<file path="config.mk">
export PLATFORM = sky130hd
export DESIGN_NAME = uart_rx_cfg
export DESIGN_NICKNAME = d
export VERILOG_FILES = /design/src/rtl/uart_pkg.sv /design/src/rtl/baud_tick_gen.sv /design/src/rtl/uart_rx_cfg.sv
export SDC_FILE = /design/constraint.sdc
export NUM_CORES = 1
export LEC_CHECK = 0
export CORE_UTILIZATION = 55
export CTS_BUF_LIST = sky130_fd_sc_hd__clkbuf_8
export CTS_CLUSTER_SIZE = 40
export DETAILED_ROUTE_END_ITERATION = 10
export PLACE_DENSITY_LB_ADDON = 0.25
export SLEW_MARGIN = 10
export SYNTH_ARGS = -nofsm -noshare
export SYNTH_HDL_FRONTEND = slang
export SYNTH_HIERARCHICAL = 1
export SYNTH_SLANG_ARGS = --single-unit
</file>
<file path="constraint.sdc">
create_clock -name clk -period 5.1 [get_ports clk]
set_input_delay 1.02 -clock clk [delete_from_list [all_inputs] [get_ports clk]]
set_output_delay 1.02 -clock clk [all_outputs]
set_load 0.03 [all_outputs]
</file>
<file path="src/rtl/uart_pkg.sv">
// uart_pkg: shared state encoding and parity selectors for the configurable UART receiver
package uart_pkg;
  typedef enum logic [2:0] {ST_IDLE, ST_START, ST_DATA, ST_PARITY, ST_STOP} uart_rx_state_t;
  localparam int PAR_NONE = 0;
  localparam int PAR_ODD  = 1;
  localparam int PAR_EVEN = 2;
endpackage

</file>
<file path="src/rtl/baud_tick_gen.sv">
// baud_tick_gen: one-cycle tick every DIV+1 clocks, phase realigned by restart
module baud_tick_gen #(
  parameter int DIV = 0,
  parameter int W   = 1
) (
  input  logic clk,
  input  logic reset,
  input  logic restart,
  output logic tick
);
  logic [W-1:0] cnt;
  assign tick = cnt == W'(DIV);
  always_ff @(posedge clk)
    if (reset || restart) cnt <= '0;
    else cnt <= tick ? '0 : cnt + 1'b1;
endmodule

</file>
<file path="src/rtl/uart_rx_cfg.sv">
// uart_rx_cfg: oversampling UART receiver with configurable width, parity and stop bits
module uart_rx_cfg
  import uart_pkg::*;
#(
  parameter int SYS_CLK   = 14000000,
  parameter int RATE      = 9600,
  parameter int OVS       = 16,
  parameter int DATA_BITS = 8,
  parameter int PARITY    = 0,
  parameter int STOP_BITS = 1
) (
  input  logic                 clk,
  input  logic                 reset,
  input  logic                 din,
  output logic [DATA_BITS-1:0] dout,
  output logic                 dout_valid,
  input  logic                 dout_ready,
  output logic                 parity_err,
  output logic                 frame_err,
  output logic                 overrun,
  output logic                 busy
);
  localparam int DIV = SYS_CLK / (RATE * OVS) - 1;
  localparam int DW  = DIV > 0 ? $clog2(DIV + 1) : 1;
  localparam int SW  = $clog2(OVS);
  localparam logic [SW-1:0] S_LO  = SW'(OVS / 2 - 1);
  localparam logic [SW-1:0] S_MID = SW'(OVS / 2);
  localparam logic [SW-1:0] S_HI  = SW'(OVS / 2 + 1);
  localparam logic [SW-1:0] S_END = SW'(OVS - 1);
  localparam logic [3:0] I_DATA = 4'(DATA_BITS - 1);
  localparam logic [3:0] I_STOP = 4'(STOP_BITS - 1);
  if (DIV < 0 || OVS % 2 != 0 || OVS < 8 || DATA_BITS < 5 || DATA_BITS > 9 ||
      STOP_BITS < 1 || STOP_BITS > 2 || PARITY < PAR_NONE || PARITY > PAR_EVEN) begin : g_bad_cfg
    $error("uart_rx_cfg: unsupported parameter set");
  end
  logic sync1, rx_s, rx_d;
  uart_rx_state_t state;
  logic [SW-1:0] s;
  logic [3:0] idx;
  logic [1:0] smp;
  logic bitv, perr_c, ferr_c;
  logic [DATA_BITS-1:0] shreg;
  logic tick, start, maj, at_hi, last, latch;
  assign start = state == ST_IDLE && rx_d && !rx_s;
  assign maj   = (smp[1] & smp[0]) | (smp[1] & rx_s) | (smp[0] & rx_s);
  assign at_hi = tick && s == S_HI;
  assign last  = s == S_END;
  assign latch = at_hi && state == ST_STOP && idx == I_STOP;
  assign busy  = state != ST_IDLE;
  baud_tick_gen #(.DIV(DIV), .W(DW)) u_tick (
    .clk(clk), .reset(reset), .restart(start), .tick(tick)
  );
  always_ff @(posedge clk) begin
    if (reset) begin
      sync1 <= 1'b1;
      rx_s <= 1'b1;
      rx_d <= 1'b1;
      state <= ST_IDLE;
      s <= '0;
      idx <= '0;
      smp <= '0;
      bitv <= 1'b0;
      perr_c <= 1'b0;
      ferr_c <= 1'b0;
      shreg <= '0;
      dout <= '0;
      dout_valid <= 1'b0;
      parity_err <= 1'b0;
      frame_err <= 1'b0;
      overrun <= 1'b0;
    end else begin
      sync1 <= din;
      rx_s <= sync1;
      rx_d <= rx_s;
      if (dout_ready) dout_valid <= 1'b0;
      // a new word always wins over the handshake that would clear valid
      if (latch) begin
        dout <= shreg;
        parity_err <= perr_c;
        frame_err <= ferr_c | ~maj;
        dout_valid <= 1'b1;
        overrun <= overrun | (dout_valid & ~dout_ready);
      end
      if (state == ST_IDLE) begin
        s <= '0;
        if (start) begin
          state <= ST_START;
          idx <= '0;
          perr_c <= 1'b0;
          ferr_c <= 1'b0;
        end
      end else if (tick) begin
        s <= last ? '0 : s + 1'b1;
        if (s == S_LO || s == S_MID) smp <= {smp[0], rx_s};
        if (s == S_HI) bitv <= maj;
        case (state)
          ST_START: if (last) state <= bitv ? ST_IDLE : ST_DATA;
          ST_DATA: begin
            if (s == S_HI) shreg <= {maj, shreg[DATA_BITS-1:1]};
            if (last) begin
              idx <= idx == I_DATA ? '0 : idx + 1'b1;
              if (idx == I_DATA) state <= PARITY != PAR_NONE ? ST_PARITY : ST_STOP;
            end
          end
          ST_PARITY: begin
            if (s == S_HI) perr_c <= PARITY == PAR_ODD ? ~(^shreg ^ maj) : (^shreg ^ maj);
            if (last) state <= ST_STOP;
          end
          ST_STOP: begin
            if (s == S_HI) begin
              ferr_c <= ferr_c | ~maj;
              if (idx == I_STOP) state <= ST_IDLE;
            end
            if (last) idx <= idx + 1'b1;
          end
          default: state <= ST_IDLE;
        endcase
      end
    end
  end
endmodule

</file>
=== Yosys cells after proc, flatten, opt, wreduce, memory -nomap -nowiden ===
Index checks and enable logic that the tools add are counted.

* Multiplexer cells: 30
* Reduce and logical (&&, ||, !) cells: 27
* Eq/ne operators: 18
* Bitwise gates (word level): 12
* $add $sub $neg: 3

{| class="wikitable"
|+ Operators by type and width
! kind !! number
|-
| $mux W4 || 7
|-
| $mux W3 || 9
|-
| $ne A3 B3 Y1 const B || 5
|-
| $eq A4 B4 Y1 const B || 3
|-
| $pmux W3 S4 || 1
|-
| $reduce_and A4 Y1 || 3
|-
| $mux W1 || 11
|-
| $reduce_bool A2 Y1 || 5
|-
| $add A4 B1 Y4 const B || 2
|-
| $eq A4 B3 Y1 const B || 2
|-
| $pmux W4 S2 || 1
|-
| $reduce_and A8 Y1 || 1
|-
| $reduce_xor A8 Y1 || 1
|-
| $add A7 B1 Y7 const B || 1
|-
| $eq A7 B7 Y1 const B || 1
|-
| $eq A3 B2 Y1 const B || 2
|-
| $ne A3 B2 Y1 const B || 2
|-
| $reduce_and A3 Y1 || 2
|-
| $reduce_bool A3 Y1 || 2
|-
| $logic_and A1 B1 Y1 || 5
|-
| $reduce_and A5 Y1 || 1
|-
| $and A1 B1 Y1 || 4
|-
| $logic_not A4 Y1 || 1
|-
| $or A1 B1 Y1 || 4
|-
| 10 further kinds || 14
|}

* Output and inout port bits: 13
* Register bits: 46
* Input port bits: 4
* Logic and storage cells: 107

=== Logic depth before layout (Yosys ltp) ===
Gate-level depths: netlist (run 1).

* Depth in word-level cells: 9
* Gate-level depth with buffers: 10
* Mapped depth without buffers: 9

=== By module ===
The synthesis (run 1) kept the hierarchy.

{| class="wikitable"
|+ By module, submodules not included
! module !! cells each !! instances !! area each (µm²)
|-
| uart_rx_cfg || 191 || 1 || 1845.5
|-
| baud_tick_gen || 32 || 1 || 292.8
|}

=== Least setup slack after synthesis (run 1) ===
No wires, ideal clock.

* Kind: flip-flop to flip-flop
* Start: register u_tick.cnt[0]
* End: register idx[3]
* Stages on the path, launching flop included: 10
* Buffers on the path: 1
* Data arrival time: 2.003 ns
* Setup slack: 3.023 ns
* Required time: 5.026 ns
* Cell sequence: dfxtp_1 > inv_1 > ha_1 > nand4bb_1 > nor2_1 > bufbuf_16 > inv_1 > o31a_4 > or4_1 > a31oi_1

* Longest elaborated chain between the ends: 3

{| class="wikitable"
|+ Ends and longest elaborated chain
! item !! RTL line !! source
|-
| start: declaration || baud_tick_gen.sv:11 || <nowiki>logic [W-1:0] cnt;</nowiki>
|-
| start signal: assignment || baud_tick_gen.sv:15 || <nowiki>else cnt <= tick ? '0 : cnt + 1'b1;</nowiki>
|-
| $eq A7 B7 Y1 || baud_tick_gen.sv:12 || <nowiki>assign tick = cnt == W'(DIV);</nowiki>
|-
| via tick || uart_rx_cfg.sv:43 || <nowiki>logic tick, start, maj, at_hi, last, latch;</nowiki>
|-
| $reduce_bool A2 Y1 (no line) || -- ||
|-
| $reduce_and A5 Y1 (no line) || -- ||
|-
| end signal: assignment || uart_rx_cfg.sv:101 || <nowiki>idx <= idx == I_DATA ? '0 : idx + 1'b1;</nowiki>
|-
| end signal: assignment || uart_rx_cfg.sv:114 || <nowiki>if (last) idx <= idx + 1'b1;</nowiki>
|-
| end: declaration || uart_rx_cfg.sv:39 || <nowiki>logic [3:0] idx;</nowiki>
|}

The timed path passes the listed nets, and every way through them passes these cells.
A chain may end at the register's enable or synchronous reset.

=== Final worst setup path (run 1) ===
* Start: register state[0]
* End: output busy

* Longest elaborated chain between the ends: 1

{| class="wikitable"
|+ Ends and longest elaborated chain
! item !! RTL line !! source
|-
| start: declaration || uart_rx_cfg.sv:37 || <nowiki>uart_rx_state_t state;</nowiki>
|-
| start signal: assignment || uart_rx_cfg.sv:97 || <nowiki>ST_START: if (last) state <= bitv ? ST_IDLE : ST_DATA;</nowiki>
|-
| start signal: assignment || uart_rx_cfg.sv:102 || <nowiki>if (idx == I_DATA) state <= PARITY != PAR_NONE ? ST_PARITY : ST_STOP;</nowiki>
|-
| $reduce_bool A3 Y1 || uart_rx_cfg.sv:49 || <nowiki>assign busy = state != ST_IDLE;</nowiki>
|-
| end: declaration || uart_rx_cfg.sv:21 || <nowiki>output logic busy</nowiki>
|}

No other way between the ends.

==> results of run 1 <==
## power groups by stage
| stage | sequential [mW] | combinational [mW] | clock (mW) |
|---|---|---|---|
| global placement | 0.376 | 0.0307 | 0 |
| finish | 0.368 | 0.0305 | 0.220 |
| CTS | 0.368 | 0.0307 | 0.228 |
| detailed placement | 0.376 | 0.0305 | 0 |
| floorplan | 0.374 | 0.0247 | 0 |
| global route | 0.369 | 0.0346 | 0.245 |
## worst max path at each step
| stage | endpoint | from | cells after the start |
|---|---|---|---|
| 2_1_floorplan | idx[3] | u_tick/cnt[0] | 9 |
| 3_3_place_gp | busy | state[0] | 3 |
| 3_5_place_dp | dout[2] | u_tick/cnt[0] | 8 |
| 4_1_cts | busy | state[0] | 3 |
| 5_1_grt | busy | state[0] | 3 |
| 6_report | busy | state[0] | 3 |
## worst max-delay path, delay by kind of cell, from the launching register on
kind / cells / cell delay [ns]
buffers and inverters: 2 / 0.83
DFF: 1 / 0.41
and+or+nand+nor: 1 / 0.43
## through the flow
step	power [mW]	std cells	util, %	worst slack [ns]	hold WS (ns)
5_1_grt	0.6485	287	64.11	2.041	0.4571
2_1_floorplan	0.3991	223	-	3.023	0.3895
6_report	0.6182	287	64.11	2.129	0.4203
3_5_place_dp	0.4067	279	61.64	2.416	0.4061
4_1_cts	0.6269	287	64.11	2.125	0.4232
3_3_place_gp	0.4067	279	61.64	2.430	0.3932
## sequential cells by signal, indices dropped and copies added (netlist names), 2 cells and up
signal / cells
dout: 8
shreg: 8
u_tick/cnt: 7
idx: 4
s: 4
state: 3
smp: 2
## layer usage
metal,GRT usage [%],vias to the layer above,wire (um)
met1,25.36,697,1834
met4,8.333,0,33
met2,28.29,20,1592
li1,-,794,-
met3,5.357,2,117
met5,0,-,0
## logic make-up (layout without fill, tap and decap cells)
logic type      after synthesis  in the layout
compound gates               31             31
mux                          23             23
flops                        46             46
buf+inv                      19             35
simple gates                 85             85
xor+xnor                     11             11
fa+ha+maj                     8              8
## cells in the final DEF, fill, tap and decap left out, types with 2 or more instances in the layout
master           instances
nand2_1                 11
xor2_1                   3
and2b_2                  2
nor2_1                  34
xnor2_1                  7
mux2i_1                 22
or2_2                    4
inv_1                   11
nor3_1                   7
nand3b_1                 3
nand3_1                  5
clkbuf_8                 6
a21oi_1                 14
clkdlybuf4s50_1         16
or3_1                    2
dfxtp_1                 46
ha_1                     7
and3b_1                  2
o21ai_0                  9
## area by class of cell
cell class	count	area (um2)
clock inverters	2	8.758
multi-input cells	158	1087
repair buffers	17	167.7
fillers	314	1324
flip-flops and latches	46	920.9
well taps	48	60.06
clock buffers	6	82.58
inverters	10	37.54
==> summary.txt, run 1 <==
Worst setup path
  • Crit start category: flop
  • Crit-path cells: nor3_4 -> inv_1 -> clkdlybuf4s50_1
  • CP max stage delay: between 0.6 and 0.7 ns
  • Crit Reg-Reg Endpoint: dout[2]
  • Worst setup EP type: output pin
  • Worst path required time: between 4 and 5 ns
  • Worst r2r src: u_tick/cnt[0]
  • R2R setup slack: around 2.4 ns
  • CP Data Arrival Time: roughly 2 ns
  • FF-to-FF path depth: 8
  • WS Path Type: reg2out
  • CP max-delay cell: clkdlybuf4s50_1
  • Max FO, Critical Path: 9

Drt
  • Via density per instance: approximately 5.3
  • Vias: 1,513
  • DRT antenna net count: 0
  • # DRC: 0
  • 1st-iter DRT viols: 76
  • Wirelength per Cell: between 10 and 15 um
  • First-pass DRT Iterations: 4
  • WL final: about 3.6 mm

Synthesis
  • Syn Area/Cell: roughly 9.6 um2
  • Syn_nets: around 230
  • Area contributors post-synth: dfxtp_1 43%, mux2i_1 10%, nor2_1 6.0%
  • Largest family of logic cells by synthesized area: simple AND/OR/NAND/NOR gates
  • Post-Synth XOR/XNOR Area: 5.149%
  • Proportion of synthesized area in mux cells: between 10% and 20%
  • Post-synth cell types: 48
  • Synthesized instance count: about 220
  • Yosys warning count: 6
  • Register area share after synthesis: 43.07%
  • Most frequent cell after synthesis: dfxtp_1
  • Synth Area in Compound Gates: a little under 9%
  • Seq cells post-synth: between 40 and 50
  • Synth top cells by count: 46 x dfxtp_1, 34 x nor2_1, 22 x mux2i_1
  • Synth Area in Adders: under 10%
  • Synthesized cell area: ~0.0021 mm2
  • Ys async rst share: 0%
  • Synth Flop Type: dfxtp_1
  • Biggest area consumer among synthesized cells: dfxtp_1
  • Post-synthesis simple-gate area fraction: between 20% and 30%
  • EDFF count, synth: 0
  • Post-synth top area share: between 40 and 50%

Timing
  • Fmax: 336.6 MHz
  • Final Critical Period: approximately 3.0 ns
  • Final Hold Viols: 0
  • Final setup viols: 0
  • Final Cycle Share: about three fifths
  • Total negative slack: 0 ns
  • Pins Over Slew Limit: 0
  • RSZ-0062 raised after global routing: no
  • Layout Skew: roughly 0.009 ns
  • Worst slew margin: 45.56%
  • Least-Margin Pin Slew: between 0.8 and 0.9 ns

Floorplan
  • Ports: 17
  • Starting Density: between 50% and 60%
  • Rows: 22
  • Die W: approximately 64 um
  • Core Area: 0.003689 mm2
  • Die ar.: roughly 0.0041 mm2
  • Die height: 64.35 um

Power and ir drop
  • Switching Fraction: a little over a fifth
  • PD cells: ~260 mW/mm2
  • VDD IR max: 168.5 uV
  • Internal power: approximately 480 uW
  • Reg power frac: about three fifths
  • Clk pwr share: 35.6%
  • Pleak: 0.9806 nW
  • Net switching power: roughly 130 uW
  • Power share of the combinational group: roughly 5%

Finish
  • Nets: between 200 and 250
  • Area delta synth->final: 10.59%
  • Ant diodes: 0
  • Post-route cell area: 0.002365 mm2
  • Layout cells sized above 1: roughly 10%

Clock tree
  • Post_cts resized: 0
  • Clk Latency, worst-skew pair: 0.29 ns
  • Clk sinks: 46
  • Maximum clock path buffer count: 2
  • Setup Buffers After CTS: 0
  • CTS Buf Count: 5
  • TritonCTS clock tree: done
  • Clock transition at path regs: ~0.080 ns
  • CTS root buf: clkbuf_8
  • CTS hold repair buffers: 0
  • H-tree levels: 2

Run
  • Maxcap violations: 0

Place
  • Placed inst area: 0.002273 mm2
  • Detailed Place HPWL: 2.429 mm
  • PortBufs: 16
  • Gp weighted congestion: 0.7922

Global routing
  • Largest net degree at the start of global routing: 41
  • Antenna violations before repair: 0
  • GRT overflow: 0
  • Vias in the first global route: ~1,300
  • First-pass GRT wire length: approximately 6 mm
  • GRT Total Usage: about a fifth

Status
  • Status: completed

Min path
  • Hold Crit Class: reg2reg
  • HP Start: sync1
  • WHS Path Cells: 1
  • Min-Delay Endpoint: rx_s
Note: power is estimated with default switching activity, not from simulation.
==> run 2: changes to the inputs <==
- CORE_UTILIZATION: 55 -> 54
- clock period: 5.1 -> 2.39 ns (I/O delays scaled with it)
==> summary.txt, run 2 (same netlist as run 1, synthesis figures left out) <==
Worst setup path
  • Crit Reg-Reg Endpoint: idx[3]
  • Max FO, Critical Path: 8 (-1)
  • R2R setup slack: 0.26 ns (-2.14 ns)
  • Worst path required time: 1.91 ns (-2.17 ns)
  • Worst setup path start: state[2]
  • Worst r2r src: u_tick/cnt[0]
  • WS Path Type: reg2out
  • Crit start category: flop
  • CP Data Arrival Time: 1.80 ns (-0.15 ns)
  • Worst setup EP type: output pin
  • FF-to-FF path depth: 8 (unchanged)

Place
  • Gp weighted congestion: 0.8697 (+9.8%)
  • Detailed Place HPWL: 2.623 mm (+8.0%)
  • Placed inst area: 0.002303 mm2 (+1.3%)
  • PortBufs: 16 (unchanged)

Timing
  • Final Cycle Share: a little over nine tenths
  • Final Critical Period: 2.273 ns
  • Pins Over Slew Limit: 0 (unchanged)
  • Final Hold Viols: 0 (unchanged)
  • Layout Skew: 0.002534 ns (-0.006324 ns)
  • Fmax: approximately 440 MHz
  • Total negative slack: 0 ns (unchanged)
  • Final setup viols: 0 (unchanged)
  • Least-Margin Pin Slew: 0.4786 ns (-0.3356 ns)
  • RSZ-0062 raised after global routing: no
  • Worst slew margin: 67.88% (+22 points)

Clock tree
  • Maximum clock path buffer count: 2 (unchanged)
  • Clk Latency, worst-skew pair: 0.29 ns (about the same)
  • TritonCTS clock tree: done
  • CTS Buf Count: 5 (unchanged)
  • CTS root buf: clkbuf_8
  • Clock transition at path regs: 0.08 ns (about the same)
  • Clk sinks: 46 (unchanged)
  • H-tree levels: 2 (unchanged)
  • Post_cts resized: 0 (unchanged)

Floorplan
  • Core Area: 0.003716 mm2 (+0.75%)
  • Starting Density: 57.54% (-0.43 points)
  • Die W: 64.93 um (+0.89%)
  • Die height: 64.93 um (+0.89%)
  • Ports: 17 (unchanged)
  • Rows: 22 (unchanged)
  • Die ar.: 0.004215 mm2 (+1.8%)

Power and ir drop
  • VDD IR max: 400.2 uV (+140%)
  • Pleak: 1.005 nW (+2.5%)
  • PD cells: 544.7 mW/mm2 (+110%)

Min path
  • Hold Crit Class: reg2reg
  • HP Start: sync1
  • WHS Path Cells: 1 (unchanged)
  • Min-Delay Endpoint: rx_s

Drt
  • 1st-iter DRT viols: 110 (+45%)
  • WL final: 3.650 mm (+2.0%)
  • Vias: 1,520 (+0.46%)
  • Wirelength per Cell: 12.46 um (about the same)
  • DRT antenna net count: 0 (unchanged)
  • First-pass DRT Iterations: 4 (unchanged)
  • Via density per instance: 5.188 (-1.6%)
  • # DRC: 0 (unchanged)

Finish
  • Highest-count cells in the layout ignoring fill and taps: 46 x dfxtp_1, 34 x nor2_1, 22 x mux2i_1
  • Area delta synth->final: 12.46%
  • Ant diodes: 0 (unchanged)
  • Most common cell after layout, fill and taps aside: dfxtp_1
  • Top Registers: dout (8), shreg (8), u_tick/cnt (7)
  • Post-route cell area: 0.002405 mm2 (+1.7%)
  • Nets: 255 (+2.4%)
  • Layout cells sized above 1: 12.24% (+2.2 points)

Global routing
  • Vias in the first global route: 1,439 (+7.0%)
  • First-pass GRT wire length: 6.327 mm (+5.3%)
  • Antenna violations before repair: 0 (unchanged)
  • GRT Total Usage: 19.55% (+0.58 points)
  • GRT overflow: 0 (unchanged)
  • Largest net degree at the start of global routing: 25 (-39%)

Run
  • Maxcap violations: 0 (unchanged)

Status
  • Status: completed
-- run 2: cell count changes in the layout (fill, tap and decap cells not counted) --
cell / before / now
clkbuf_8: 6 / 5
buf_4: 1 / 7
clkinv_4: 0 / 1
-- run 2: layer usage --
layer	routed length (um)	vias to the layer above	track usage [%]
li1	-	806	-
met1	1845	695	26.28
met2	1673	15	30.34
met3	95	4	4.225
met4	36	0	7.500
met5	0	-	0
-- run 2: how the worst max path moves through the flow --
stage               endpoint  depth (start not counted)
floorplan             idx[3]                          9
global placement      idx[3]                          8
detailed placement    idx[3]                          8
CTS                     busy                          3
global route            busy                          3
finish                  busy                          3
-- run 2: cell type report --
cell class	instances	area [um2]
fill	315	1311
multi-input combinational	158	1087
sequential	46	920.9
timing repair buffer	23	212.7
clock buffer	5	68.82
tap	48	60.06
inverter	10	37.54
clock inverter	3	17.52
-- run 2: power by group --
group	switching, mW	total [mW]	internal (mW)
Combinational	0.0381	0.0692	0.0311
Sequential	0.00928	0.784	0.775
Clock	0.254	0.456	0.202
Total	0.302	1.31	1.01
-- run 2: per-stage QoR --
step	util, %	std cells	setup slack (ns)	total power [mW]	hold WS, ns
after CTS	64.31	291	0.0008513	1.325	0.4257
after floorplan	-	223	0.3125	0.8517	0.3895
after global routing	64.71	293	0.04115	1.374	0.4584
final	64.71	293	0.1167	1.310	0.4233
after detailed placement	61.99	283	0.2841	0.8694	0.4035
after global placement	61.99	283	0.3748	0.8667	0.3942
-- run 2: what timing repair did --
action	in CTS	in global routing
setup buffers	0	2
hold buffers	0	0
setup endpoints to repair	0	1
-- run 2: critical path: stages, from the launching register on --
cell and delay [ns]:
dfxtp_1 0.40, nor3_4 0.33, inv_1 0.16, clkdlybuf4s50_1 0.62
==> run 3: changes to the inputs <==
- CTS_CLUSTER_DIAMETER: not set -> 40
- GPL_ROUTABILITY_DRIVEN: not set -> 0
==> results of run 3 <==
Final layout, timing and power as in run 2 (identical DEF).
